$ cat src/rtl/im_loader.sv
// Instruction-memory loader: assembles a big-endian byte stream into 32-bit words,
// writes them sequentially from address 0, and holds the CPU in reset until a load completes.
module im_loader #(
    parameter int ADDR_WIDTH = 8
) (
    input  logic                  clock,
    input  logic                  reset,
    input  logic                  start,
    input  logic [ADDR_WIDTH:0]   word_count,
    input  logic [7:0]            rx_data,
    input  logic                  rx_valid,
    output logic                  rx_ready,
    output logic                  im_we,
    output logic [ADDR_WIDTH-1:0] im_addr,
    output logic [31:0]           im_wdata,
    output logic                  cpu_reset,
    output logic                  busy,
    output logic                  done,
    output logic                  error
);

    localparam logic [ADDR_WIDTH:0] DEPTH_W = {1'b1, {ADDR_WIDTH{1'b0}}};

    typedef enum logic [2:0] {IDLE, RECV, WRITE, DONE, ERR} state_t;

    state_t                state, state_nxt;
    logic [ADDR_WIDTH:0]   count_q, count_nxt;
    logic [ADDR_WIDTH-1:0] widx_q, widx_nxt;
    logic [1:0]            bcnt_q, bcnt_nxt;
    logic [23:0]           acc_q, acc_nxt;
    logic                  rx_ready_nxt, im_we_nxt, cpu_reset_nxt, busy_nxt, done_nxt, error_nxt;
    logic [ADDR_WIDTH-1:0] im_addr_nxt;
    logic [31:0]           im_wdata_nxt;
    logic                  last_word;

    assign last_word = ({1'b0, widx_q} + (ADDR_WIDTH+1)'(1)) == count_q;

    always_comb begin
        state_nxt     = state;
        count_nxt     = count_q;
        widx_nxt      = widx_q;
        bcnt_nxt      = bcnt_q;
        acc_nxt       = acc_q;
        im_we_nxt     = 1'b0;
        im_addr_nxt   = im_addr;
        im_wdata_nxt  = im_wdata;
        cpu_reset_nxt = cpu_reset;
        error_nxt     = error;

        case (state)
            IDLE: begin
                if (start) begin
                    cpu_reset_nxt = 1'b1;
                    error_nxt     = 1'b0;
                    if (word_count == '0) begin
                        state_nxt = DONE;
                    end else if (word_count > DEPTH_W) begin
                        state_nxt = ERR;
                        error_nxt = 1'b1;
                    end else begin
                        count_nxt = word_count;
                        widx_nxt  = '0;
                        bcnt_nxt  = '0;
                        state_nxt = RECV;
                    end
                end
            end
            RECV: begin
                if (rx_valid && rx_ready) begin
                    bcnt_nxt = bcnt_q + 2'd1;
                    case (bcnt_q)
                        2'd0: acc_nxt[23:16] = rx_data;
                        2'd1: acc_nxt[15:8]  = rx_data;
                        2'd2: acc_nxt[7:0]   = rx_data;
                        default: begin
                            // Last byte goes straight into the write data; no extra cycle.
                            im_we_nxt    = 1'b1;
                            im_addr_nxt  = widx_q;
                            im_wdata_nxt = {acc_q, rx_data};
                            state_nxt    = WRITE;
                        end
                    endcase
                end
            end
            WRITE: begin
                if (last_word) begin
                    state_nxt = DONE;
                end else begin
                    widx_nxt  = widx_q + ADDR_WIDTH'(1);
                    bcnt_nxt  = '0;
                    state_nxt = RECV;
                end
            end
            DONE: begin
                cpu_reset_nxt = 1'b0;
                state_nxt     = IDLE;
            end
            ERR:     state_nxt = IDLE;
            default: state_nxt = IDLE;
        endcase

        rx_ready_nxt = (state_nxt == RECV);
        busy_nxt     = (state_nxt == RECV) || (state_nxt == WRITE);
        done_nxt     = (state_nxt == DONE);
    end

    always_ff @(posedge clock or negedge reset) begin
        if (!reset) begin
            state     <= IDLE;
            count_q   <= '0;
            widx_q    <= '0;
            bcnt_q    <= '0;
            acc_q     <= '0;
            rx_ready  <= 1'b0;
            im_we     <= 1'b0;
            im_addr   <= '0;
            im_wdata  <= '0;
            cpu_reset <= 1'b1;
            busy      <= 1'b0;
            done      <= 1'b0;
            error     <= 1'b0;
        end else begin
            state     <= state_nxt;
            count_q   <= count_nxt;
            widx_q    <= widx_nxt;
            bcnt_q    <= bcnt_nxt;
            acc_q     <= acc_nxt;
            rx_ready  <= rx_ready_nxt;
            im_we     <= im_we_nxt;
            im_addr   <= im_addr_nxt;
            im_wdata  <= im_wdata_nxt;
            cpu_reset <= cpu_reset_nxt;
            busy      <= busy_nxt;
            done      <= done_nxt;
            error     <= error_nxt;
        end
    end

endmodule

$ cat config.mk
export PLATFORM = sky130hd
export DESIGN_NAME = im_loader
export DESIGN_NICKNAME = d
export VERILOG_FILES = /design/src/rtl/im_loader.sv
export SDC_FILE = /design/constraint.sdc
export NUM_CORES = 1
export LEC_CHECK = 0
export ABC_AREA = 1
export CAP_MARGIN = 20
export CORE_UTILIZATION = 45
export CTS_CLUSTER_DIAMETER = 40
export CTS_CLUSTER_SIZE = 12
export DETAILED_ROUTE_END_ITERATION = 10
export GPL_ROUTABILITY_DRIVEN = 0
export GPL_TIMING_DRIVEN = 0
export PLACE_DENSITY = 0.69
export SETUP_SLACK_MARGIN = 0.15
export SYNTH_ARGS = -nofsm -noshare
export SYNTH_HDL_FRONTEND = slang
export SYNTH_SLANG_ARGS = --single-unit
$ cat constraint.sdc
create_clock -name clock -period 2.25 [get_ports clock]
set_clock_uncertainty 0.1 [all_clocks]
set_input_delay 0.45 -clock clock [delete_from_list [all_inputs] [get_ports clock]]
set_output_delay 0.45 -clock clock [all_outputs]
set_load 0.02 [all_outputs]
# [Word-level counts from Yosys, hierarchy flattened]
# Index checks and enable logic that the tools add are counted.
[totals] regBits=92 inputBits=21 out_inout_bits=46 wordCells=79
[op_classes] add_sub_neg=3 magnitude_cmp=1 eq_ne=14 n_mux=25 bitwise_logic=3 n_reduce_logical=18
[op_table] op="8-bit two-way mux" n=4
[op_table] op="8-bit case mux with 2 select lines" n=1
[op_table] op="3-bit two-way mux" n=5
[op_table] op="3-bit by 2-bit == test with 1-bit output (second input constant)" n=4
[op_table] op="2-bit two-way mux" n=6
[op_table] op="3-bit AND reduction" n=4
[op_table] op="2-bit inequality test (second input constant)" n=5
[op_table] op="8-bit by 1-bit adder with 9-bit output (second input constant)" n=1
[op_table] op="9-bit == test" n=1
[op_table] op="9-bit > comparator (second input constant)" n=1
[op_table] op="9-bit zero test" n=1
[op_table] op="3-bit case mux with 3 select lines" n=1
[op_table] op="8-bit by 1-bit adder with 8-bit output (second input constant)" n=1
[op_table] op="3-bit by 1-bit == test with 1-bit output (second input constant)" n=2
[op_table] op="1-bit two-way mux" n=6
[op_table] op="2-bit case mux with 3 select lines" n=1
[op_table] op="6-bit AND reduction" n=1
[op_table] op="5-bit AND reduction" n=1
[op_table] op="2-bit AND reduction" n=2
[op_table] op="4-bit AND reduction" n=1
[op_table] op="2-bit nonzero test" n=2
[op_table] op="3-bit zero test" n=1
[op_table] op="1-bit NOT" n=3
[op_table] op="3-bit nonzero test" n=1
[op_table] op="other kinds (8)" n=8

# [Logic depth before layout (Yosys ltp)]
[logic_depth] depth_word=7 depth_mapped=13 depth_no_buf=13

# [Worst setup path after synthesis]
# OpenSTA, ideal clock, no wires.
[synth_path] kind="input to register" startpoint="input port word_count[1]" endpoint="register widx_q[0]" setup_ns=0.117 arrival_time_ns=1.798 required_time_ns=2.033 setup_slack_ns=0.234 stages=9 path_cell_list="nor4_1 nand2_1 ha_1 inv_1 a21oi_1 nor3_2 nand3_2 nand2_1 nand2_1"
[synth_between] elab_chain_len=3 word_cells_on_any_way=5 cone_classes="1 x order compare; 2 x eq/ne; 2 x reduce/logical"
[synth_rtl] item="start, declared" line_no="9" text="input logic [ADDR_WIDTH:0] word_count,"
[synth_rtl] item="9-bit > comparator or 9-bit zero test (tied branches)" line_no="57, 55"
[synth_rtl] item="2-bit inequality test (no source line)"
[synth_rtl] item="5-bit AND reduction (no source line) (*)"
[synth_rtl] item="end signal, assigned" line_no="125" text="widx_q <= widx_nxt;"
[synth_rtl] item="end, declared" line_no="28" text="logic [ADDR_WIDTH-1:0] widx_q, widx_nxt;"
# Every way passes the cells marked *; elsewhere a longest branch is shown, timed or not.
# A chain may end at the register's enable or synchronous reset.

# [Final worst setup path]
[layout_path] startpoint="register cpu_reset" endpoint="output port cpu_reset"
[layout_rtl] item="start, declared" line_no="16" text="output logic cpu_reset,"
[layout_rtl] item="start signal, assigned" line_no="132" text="cpu_reset <= cpu_reset_nxt;"
# No word-level cell between the ends.

==> impl_metrics.py <==
metrics = {
    "outcome": {
        "status": "completed",
    },
    "floorplan": {
        "die_width_um": 96.0,
        "top_level_ports": 67,
        "placementRows": 33,
        "floorplan.initialDensity_pct": 47.5,
        "die_y_um": 96.0,
        "dieArea_mm2": 0.00922,
        "placeable_core_region_mm2": 0.00838,
    },
    "flow_run": {
        "max-cap-violations": 0,
    },
    "cts": {
        "cts_root_buffer": "clkbuf_8",
        "clock_tree.buffer_depth": 2,
        "cts_num_sinks": 92,
        "cts_tree": "built",
        "clock_latency_ps": 360,
        "cts_made_buffers": 9,
        "h_tree_lvl_count": 3,
        "worst_setup_hold_path_clk_slew_ps": 90,
    },
    "layout": {
        "final.fill_count": 729,
        "layout-drive-gt1-share_pct": 10.8,
        "diodes": 0,
        "layout.nets": 578,
        "synthToLayoutAreaGrowth_pct": 29.9,
    },
    "worst_setup_path": {
        "cp_top_family": "buffers and inverters",
        "critical_path.cell_chain": "clkdlybuf4s50_1",
        "start_kind": "flop",
        "slowest_delay_ps": 590,
        "timing.reg2reg.worst_path_depth": 11,
        "worst_path_max_delay_cell": "clkdlybuf4s50_1",
        "worst_r2r_endpoint": "bcnt_q[1]",
        "worstReg2RegStart": "widx_q[1]",
        "cp.required_ps": 1700,
        "timing.critical_path.to_type": "output port",
        "timing.critical_path.fanout_max": 2,
        "ff2ff_setup_slack_ps": 240,
        "crit_type": "flop to output port",
        "worstPathBufferInverterCount": 1,
        "critical_path_arrival_ps": 1490,
    },
    "global_route": {
        "grtUsageTotal_pct": 21.4,
        "grt_pass1_wl_mm": 14.7,
        "grtUsageMet1_pct": 26.8,
        "use_met2_pct": 36.8,
        "antenna_violations_before_repair": 0,
        "use_met3_pct": 4.58,
        "grt-busiest-layer": "met2",
        "grt_start_max_net_pins": 53,
        "grt_total_ovfl": 0,
        "first_global_vias": 3051,
    },
    "power": {
        "power_density_mw_per_mm2": 1030,
        "totalPowerFinal_mw": 5.33,
        "vdd.ir_drop.worst_mv": 0.509,
        "p_leak_nw": 2.55,
    },
    "routing": {
        "antenna_left": 0,
        "drc_errors": 0,
        "vias_per_cell": 4.92,
        "total_via_count_after_detailed_routing": 3248,
        "wirelength_mm": 8.86,
        "avgRoutedWirePerCell_um": 13.4,
        "drt_first_iter_violations": 121,
        "drt_pass1_iterations": 4,
    },
    "timing": {
        "setup_viol": 0,
        "worst_slack_ps": 214,
        "timing_worst_slew_pin_value_ps": 544,
        "final_max_slew_viol_count": 0,
        "period_share_pct": 90.5,
        "rsz0062_at_grt": "true",
        "worst_slew_margin_rel_pct": 63.7,
        "fmax_mhz": 491,
        "period_minus_slack_ps": 2040,
        "report.final.hold_viol_count": 0,
    },
    "min_path": {
        "hold_path.startpoint": "im_wdata[17]",
        "timing.hold.worst_endpoint": "im_wdata[17]",
        "worst_hold_path_type": "flop to flop",
        "hold_critical_path_depth": 2,
    },
    "place": {
        "port_buffers": 66,
        "placement_setup_slack_ps": -651,
        "hpwl_mm": 6.37,
    },
    "yosys": {
        "yosys_warnings": 0,
        "synthCells": 464,
        "syn_std_cell_area_mm2": 0.00398,
        "synth_cell_type_count": 28,
        "postSynthRegisterBits": 92,
        "synth.avg_cell_area_um2": 8.58,
        "yosysSeqAreaShare_pct": 57.9,
        "net_count_after_synthesis": 492,
    },
}
## worst max-delay path by stage
| stage | startpoint | end | slack [ps] | cells after the start |
|---|---|---|---|---|
| 6_report | cpu_reset | cpu_reset | 210 | 1 |
| 3_3_place_gp | reset | im_addr[5] | -2670 | 1 |
| 2_1_floorplan | word_count[1] | widx_q[0] | 230 | 9 |
| 4_1_cts | word_count[6] | widx_q[4] | 150 | 10 |
| 5_1_grt | widx_q[1] | bcnt_q[1] | 120 | 13 |
| 3_5_place_dp | word_count[5] | widx_q[4] | -650 | 10 |
## routing by layer
layer  up-vias  share of wire, %  wire length, um
met5         -                 0                0
met2        72                49             4370
met3        11               4.4              386
li1       1640                 -                -
met1      1525                45             3990
met4         0               1.3              119
## layout by cell type (no fill, tap or decap), types with 3 or more instances in the layout
| master | synthesis | layout |
|---|---|---|
| clkbuf_1 | 7 | 6 |
| nor2_2 | 5 | 3 |
| nand4_1 | 11 | 11 |
| dfrtp_1 | 91 | 91 |
| nand2_1 | 184 | 183 |
| nor2_4 | 1 | 5 |
| nor2_1 | 21 | 19 |
| o21ai_0 | 10 | 10 |
| ha_1 | 7 | 5 |
| inv_1 | 43 | 42 |
| buf_2 | 6 | 6 |
| inv_2 | 3 | 4 |
| nand3_1 | 14 | 14 |
| o21ai_1 | 41 | 41 |
| buf_4 | 0 | 6 |
| clkbuf_8 | 0 | 9 |
| clkdlybuf4s50_1 | 0 | 65 |
## metrics by stage
step	cell area [um^2]	hold slack [ps]	cells	util, %	setup TNS, ps
after floorplan	3980	54.4	464	-	0
after global placement	4770	353	635	56.9	-253640
after detailed placement	4800	357	636	57.2	-12010
after CTS	5050	379	656	60.3	0
after global routing	5170	400	660	61.7	0
final	5170	373	660	61.7	0
## cell usage after synthesis
cell        n  area, um^2
a21oi_1     3        15.0
a21oi_2     1        8.76
buf_2       6        30.0
buf_6       1        11.3
clkbuf_1    7        26.3
dfrtp_1    91        2280
dfstp_2     1        26.3
ha_1        7        87.6
inv_1      43         161
inv_2       3        11.3
mux2_2      2        22.5
nand2_1   184         691
nand2_2     1        6.26
nand3_1    14        70.1
nand3_2     2        20.0
nand4_1    11        68.8
nor2_1     21        78.8
nor2_2      5        31.3
nor2_4      1        11.3
nor3_1      1        5.00
nor3_2      2        20.0
nor4_1      2        12.5
o21a_1      1        7.51
o21ai_0    10        50.1
o21ai_1    41         205
o22ai_1     1        6.26
xnor2_1     1        8.76
xor2_1      1        8.76
## kinds of logic after synthesis
| logic type | after synthesis | synth area share, % |
|---|---|---|
| mux | 2 | 0.566 |
| buf+inv | 60 | 6.04 |
| flops | 92 | 57.9 |
| fa+ha+maj | 7 | 2.20 |
| compound gates | 57 | 7.36 |
| xor+xnor | 2 | 0.440 |
| simple gates | 244 | 25.5 |
## area by class of cell
type                            instances  area, um^2  area share [%]
Sequential cell                        92        2300            44.6
Multi-Input combinational cell        312        1520            29.4
Timing Repair Buffer                   75         769            14.9
Inverter                               46         173            3.34
Tap cell                              105         131            2.54
Clock buffer                           10         128            2.47
Buffer                                 14        73.8            1.43
Clock inverter                          6        71.3            1.38
## state kept, by name, summed over array words and instances (netlist names), 2 cells and up
| register | count |
|---|---|
| im_addr | 8 |
| state | 3 |
| acc_q | 24 |
| im_wdata | 32 |
| bcnt_q | 2 |
| count_q | 9 |
| widx_q | 8 |
## worst register-to-register path, stage by stage (launching register included)
cell and delay, ps:
dfrtp_1 420, buf_4 170, nand3_1 120, xor2_1 280
inv_1 70, nand2_1 60, nand2_1 50, nor2_2 140
nand3_4 150, clkbuf_16 200, nand4_1 80, nand2_1 70
## where the power goes
part	leakage, nW	switching (mW)	internal, mW
Combinational	1.24	0.987	0.766
Sequential	1.22	0.296	2.16
Clock	0.0935	0.604	0.524
## repair_timing
action | in CTS | in global routing
endpoints found under the setup margin | 8 | 62
pin swaps | 3 | 8
setup buffers | 3 | 3
hold endpoints to repair | 39 | 0
cloned | 0 | 1
hold buffers | 1 | 0
resized for setup | 5 | 19
Power figures use the tool's default switching activity.
